===== src/rtl/ifetch_decode.sv =====
// rtl/ifetch_decode.sv - instruction fetch/decode front end; optional halt opcode under FETCH_HALT_EN
module ifetch_decode #(
  parameter logic [7:0] RESET_PC = 8'h00
) (
  input  logic        clk,
  input  logic        rst_n,
  output logic        imem_cs,
  output logic [7:0]  imem_addr,
  input  logic [31:0] imem_data,
  input  logic        br_valid,
  input  logic [7:0]  br_target,
  output logic        dec_valid,
  input  logic        dec_ready,
  output logic [7:0]  pc,
  output logic [5:0]  opcode,
  output logic [4:0]  rs,
  output logic [4:0]  rt,
  output logic [4:0]  rd,
  output logic [5:0]  funct,
  output logic [15:0] imm,
  output logic        halted
);

  typedef enum logic [1:0] {
    S_REQ  = 2'd0,
    S_WAIT = 2'd1,
    S_HOLD = 2'd2,
    S_HALT = 2'd3
  } state_t;

  state_t      state;
  logic [7:0]  fetch_pc;
  logic [7:0]  pc_q;
  logic [31:0] instr;
  logic        halt_op;

`ifdef FETCH_HALT_EN
  assign halt_op = (instr[31:26] == 6'h3F);
  assign halted  = (state == S_HALT);
`else
  assign halt_op = 1'b0;
  assign halted  = 1'b0;
`endif

  // A redirect in REQ makes the current fetch pointless, so the chip select is
  // suppressed; this also keeps imem_cs from firing on two consecutive cycles.
  assign imem_cs   = rst_n && (state == S_REQ) && !br_valid;
  assign imem_addr = fetch_pc;
  assign dec_valid = (state == S_HOLD);

  assign pc     = pc_q;
  assign opcode = instr[31:26];
  assign rs     = instr[25:21];
  assign rt     = instr[20:16];
  assign rd     = instr[15:11];
  assign funct  = instr[5:0];
  assign imm    = instr[15:0];

  // Fetch FSM: REQ -> WAIT -> HOLD, redirects win over everything except HALT.
  always_ff @(posedge clk) begin
    if (!rst_n) begin
      state    <= S_REQ;
      fetch_pc <= RESET_PC;
      pc_q     <= RESET_PC;
      instr    <= '0;
    end else if (state != S_HALT && br_valid) begin
      fetch_pc <= br_target;
      state    <= S_REQ;
    end else begin
      case (state)
        S_REQ: begin
          state <= S_WAIT;
        end
        S_WAIT: begin
          instr <= imem_data;
          pc_q  <= fetch_pc;
          state <= S_HOLD;
        end
        S_HOLD: begin
          if (dec_ready) begin
            if (halt_op) begin
              state <= S_HALT;
            end else begin
              fetch_pc <= fetch_pc + 8'd1;
              state    <= S_REQ;
            end
          end
        end
        S_HALT: begin
          state <= S_HALT;
        end
        default: begin
          state <= S_REQ;
        end
      endcase
    end
  end

endmodule


===== config.mk =====
export PLATFORM = sky130hd
export DESIGN_NAME = ifetch_decode
export DESIGN_NICKNAME = d
export VERILOG_FILES = /design/src/rtl/ifetch_decode.sv
export SDC_FILE = /design/constraint.sdc
export NUM_CORES = 1
export LEC_CHECK = 0
export BUFFER_PORTS_ARGS = -buffer_cell sky130_fd_sc_hd__clkbuf_2
export CORE_MARGIN = 4
export CORE_UTILIZATION = 46
export DETAILED_ROUTE_END_ITERATION = 16
export GPL_ROUTABILITY_DRIVEN = 0
export PLACE_DENSITY = 0.79
export SLEW_MARGIN = 20
export SYNTH_ARGS = -nofsm -noshare
export SYNTH_HDL_FRONTEND = slang
export SYNTH_SLANG_ARGS = --single-unit

===== constraint.sdc =====
create_clock -name clk -period 1.7 [get_ports clk]
set_input_delay 0.085 -clock clk [delete_from_list [all_inputs] [get_ports clk]]
set_output_delay 0.085 -clock clk [all_outputs]
set_load 0.03 [all_outputs]

# Yosys cells after proc, flatten, opt, wreduce, memory -nomap -nowiden
# Index checks and enable logic that the tools add are counted.
dict set report totals {
  regBits 50
  output_inout_bits 62
  wordCells 27
}
dict set report op_classes {
  n_eq_ne 5
  n_mux 5
  reduce_logical 10
  bitwise 2
  addsub 1
}
# cell count
set ops {}
lappend ops {{$mux 8} 3}
lappend ops {{$add 8x1->8 const B} 1}
lappend ops {{$pmux 2 s4} 1}
lappend ops {{$eq 2x2->1 const B} 2}
lappend ops {{$reduce_and 2->1} 2}
lappend ops {{$reduce_bool 2->1} 2}
lappend ops {{$logic_and 1x1->1} 3}
lappend ops {{$eq 2x1->1 const B} 1}
lappend ops {{$logic_not 2->1} 1}
lappend ops {{$mux 2} 1}
lappend ops {{$ne 2x1->1 const B} 1}
lappend ops {{$ne 2x2->1 const B} 1}
lappend ops {{$not 1->1} 2}
lappend ops {{$reduce_or 2->1} 1}
lappend ops {{$logic_not 1->1} 1}

# Logic depth before layout (Yosys ltp)
dict set report logic_depth {
  ltp_word 4
  ltp_mapped 7
  depth_no_buf 6
}

# Worst setup path before layout
# No wires, ideal clock.
dict set report synth_path {
  kind {reg-to-reg}
  start {register state[1]}
  end {register fetch_pc[6], in the netlist imem_addr[6]}
  setup_time_ns 0.117
  path_stages_with_launch 7
  period_less_slack_ns 1.534
  arrival_time_ns 1.417
  slack_ns 0.166
  path_cell_list {dfxtp_1 -> ha_1 -> nor2b_1 -> buf_2 -> buf_6 -> a22o_1 -> a32o_1}
}
dict set report synth_between {
  elab_chain_cells 4
  word_cells_on_any_way 7
}
# item line
set synth_lines {}
lappend synth_lines {{start, declared} 31} ;# state_t state;
lappend synth_lines {{start signal, assigned} 62} ;# state <= S_REQ;
lappend synth_lines {{start signal, assigned} 68} ;# state <= S_REQ;
lappend synth_lines {{start signal, assigned} 72} ;# state <= S_WAIT;
lappend synth_lines {{$ne 2x2->1} 66} ;# end else if (state != S_HALT && br_valid) begin
lappend synth_lines {{$logic_and 1x1->1} 66}
lappend synth_lines {{$reduce_bool 2->1 (no source line)} -}
lappend synth_lines {{$reduce_and 2->1 (no source line)} -}
lappend synth_lines {{end signal, assigned} 67} ;# fetch_pc <= br_target;
lappend synth_lines {{end signal, assigned} 84} ;# fetch_pc <= fetch_pc + 8'd1;
lappend synth_lines {{end, declared} 32} ;# logic [7:0] fetch_pc;
# Several ways; a longest one is shown, not always the timed one.
# A chain may end at the register's enable or synchronous reset.

# Worst setup path after layout
dict set report layout_path {
  start {register state[1]}
  end {register instr[31]}
}
dict set report layout_between {
  elab_chain_cells 4
  word_cells_on_any_way 5
}
# item line
set layout_lines {}
lappend layout_lines {{$ne 2x2->1} 66}
lappend layout_lines {{$logic_and 1x1->1} 66}
lappend layout_lines {{$not 1->1 (no source line)} -}
lappend layout_lines {{$reduce_and 2->1 (no source line) *} -}
lappend layout_lines {{end signal, assigned} 75} ;# instr <= imem_data;
lappend layout_lines {{end, declared} 34} ;# logic [31:0] instr;
# Every way passes the cells marked *; elsewhere a longest branch is shown, timed or not.

==> run_results.csv <==
group,metric,value,unit
outcome,status,"complete, no violations",
clock_network,cts_made_buffers,5,
job,max-cap-violations,0,
grt,grt_max_degree,25,
place,dpl.hpwl,3970,um
worst_hold_path,hold_depth,3,
synth,synthCells,272,
final_layout,syn_to_final_growth,30.1,%
place,port_buffers,104,
timing,timing.final.crit_share,0.900,
final_layout,final_common_cell,"clkbuf_2",
pwr,p_leak,0.00132,uW
synth,seq_area_frac_synth,0.444,
timing,period_needed,1.53,ns
grt,grt_pass1_wl,8580,um
die,io_pins,106,
timing,setup_violations,0,
critical_path,arrival,1.75,ns
clock_network,clockRootBuffer,"clkbuf_8",
detailed_routing,via_per_inst,4.72,
pwr,power,2500,uW
worst_hold_path,hold_path_class,"input pin to register",
die,fp.coreArea,4720,um^2
final_layout,post-route-util,0.621,
die,start_util,0.478,
detailed_routing,dr.first_iter.drc_count,75,
final_layout,final_nets,420,
final_layout,drive_gt1_frac,0.344,
grt,antenna_found_initial,0,
timing,rsz0062_at_grt,"no",
timing,setup_tns,0,ns
timing,drv_slew,0,
clock_network,htree_levels,2,
die,fp-row-count,25,
pwr,powerDensity,852,nW/um^2
synth,ys_ff_latch,50,
detailed_routing,drt-total-wl,5370,um
detailed_routing,ant_nets,0,
synth,syn_avg_cell_area,8.29,um^2
detailed_routing,post-route-drc-count,0,
synth,ys_warn_count,0,
timing,clock_skew,0.00976,ns
timing,timing.final.hold_violations,0,
clock_network,cts_setup_buffers,0,
place,pre_cts_ws,0.183,ns
grt,overflow,0,
clock_network,path_clk_slew,0.09,ns
critical_path,reg2reg_from,"state[1]",
grt,grt_pass1_vias,1893,
critical_path,rr_worst_depth,7,
critical_path,crit_fanout,24,
clock_network,clk_latency,0.30,ns
synth,synthesis.area,2260,um^2
critical_path,cp.required,1.92,ns
final_layout,final_cell_mix,"clkbuf_2 (104), nand2_1 (89), dfxtp_1 (50)",
final_layout,diodes,0,
grt,grt_use_total,0.172,
timing,fin_ws,0.170,ns
timing,max_freq,654,MHz
synth,synth_fp_nets,321,
critical_path,critPathLaunchType,"register",
critical_path,end_kind,"register",
clock_network,cts_tree,"built",
pwr,irDropWorstVdd,0.000365,V
worst_hold_path,min-delay-start,"imem_data[0]",
critical_path,crit_type,"register to register",
detailed_routing,drt_first_pass_iters,4,
detailed_routing,vias,2072,
critical_path,crit_path_start,"state[1]",
clock_network,max-clock-path-buffers,2,
die,die_height,78.0,um
synth,yosysUniqueCellTypes,34,
die,die_x,78.0,um
clock_network,clock-sinks,50,
detailed_routing,post_drt_wl_per_cell,12.2,um
clock_network,ctsResizeCount,0,
die,dieArea,6090,um^2
==> through the flow <==
step / cells / hold slack [ns] / area, um^2
2_1_floorplan: 272 / 0.220 / 2260
3_3_place_gp: 425 / 0.312 / 2760
3_5_place_dp: 425 / 0.315 / 2760
4_1_cts: 437 / 0.00126 / 2910
5_1_grt: 439 / 0.00318 / 2930
6_report: 439 / 0.0108 / 2930
==> per-layer routing <==
layer	part of all wire	GRT usage	vias up
met2	0.47	0.301	68
li1	-	-	1078
met1	0.45	0.211	921
met3	0.067	0.0413	5
met4	0.011	0.0472	0
met5	0	0	-
==> cells by family (layout without fill, tap and decap cells) <==
| family | after synthesis | in the layout | synth area share |
|---|---|---|---|
| AO/OA/AOI/OAI | 65 | 65 | 0.219 |
| adder cells (fa/ha/maj) | 5 | 5 | 0.0277 |
| buffers and inverters | 34 | 134 | 0.0932 |
| flip-flops | 50 | 50 | 0.444 |
| multiplexers | 1 | 1 | 0.00444 |
| other | 1 | 1 | 0.00166 |
| AND/OR/NAND/NOR | 116 | 116 | 0.211 |
==> path summary, 6_finish.rpt <==
check | to | slack [ns]
max | instr[31] | 0.17
min | instr[0] | 0.01
max reg2reg | instr[31] | 0.17
min reg2reg | pc[5] | 0.46
==> power breakdown <==
| group | switching, uW | internal (uW) |
|---|---|---|
| Combinational | 262 | 163 |
| Sequential | 37.0 | 1220 |
| Clock | 381 | 439 |
==> sequential cells by signal, summed over array words and instances, names as in the netlist <==
register,count
imem_addr,8
pc,8
state,2
instr,32
==> synthesized netlist by cell type <==
cell      number  share of area
nor2_1         8          0.013
and2_1         4          0.011
ha_1           5          0.028
a21boi_1      12          0.040
conb_1         1         0.0017
a221o_1        1         0.0044
mux2i_1        1         0.0044
nand2b_1       1         0.0028
o211a_1        1         0.0044
o221a_2        1         0.0050
nor3b_1        1         0.0033
a211oi_1       1         0.0033
o21ai_0        6          0.013
dfxtp_1       50           0.44
inv_1          5         0.0083
nor4_1         1         0.0028
a22o_1         2         0.0078
o31ai_1        1         0.0033
nor2b_1        1         0.0028
nor2_2         1         0.0028
a21oi_2        1         0.0039
a32o_1         2         0.0089
buf_4         16          0.053
clkbuf_1       5         0.0083
a21boi_0      31           0.10
o21ai_2        2         0.0078
buf_6          2          0.010
nand2_1       89           0.15
nand3_1        5          0.011
a221oi_2       1         0.0067
nor3_1         4         0.0089
a21oi_1        3         0.0067
and3b_1        1         0.0039
buf_2          6          0.013
==> worst max-delay path, stage by stage (launching register included) <==
cell	delay, ns
dfxtp_1	0.35
ha_1	0.25
nor2b_1	0.10
buf_12	0.16
nor2_2	0.10
buf_4	0.26
nand2_1	0.07
a21boi_0	0.15
==> repair_timing <==
item	in CTS	in global routing
hold buffers	4	2
hold endpoints to repair	4	2
setup endpoints to repair	0	0
==> area by class of cell <==
cell class | count | area (um^2)
Fill cell | 427 | 1790
Multi-Input combinational cell | 188 | 1040
Sequential cell | 50 | 1000
Timing Repair Buffer | 121 | 676
Tap cell | 67 | 83.8
Clock buffer | 6 | 72.6
Clock inverter | 2 | 37.5
Inverter | 5 | 18.8
No activity file was read; power rests on OpenSTA's default activity.
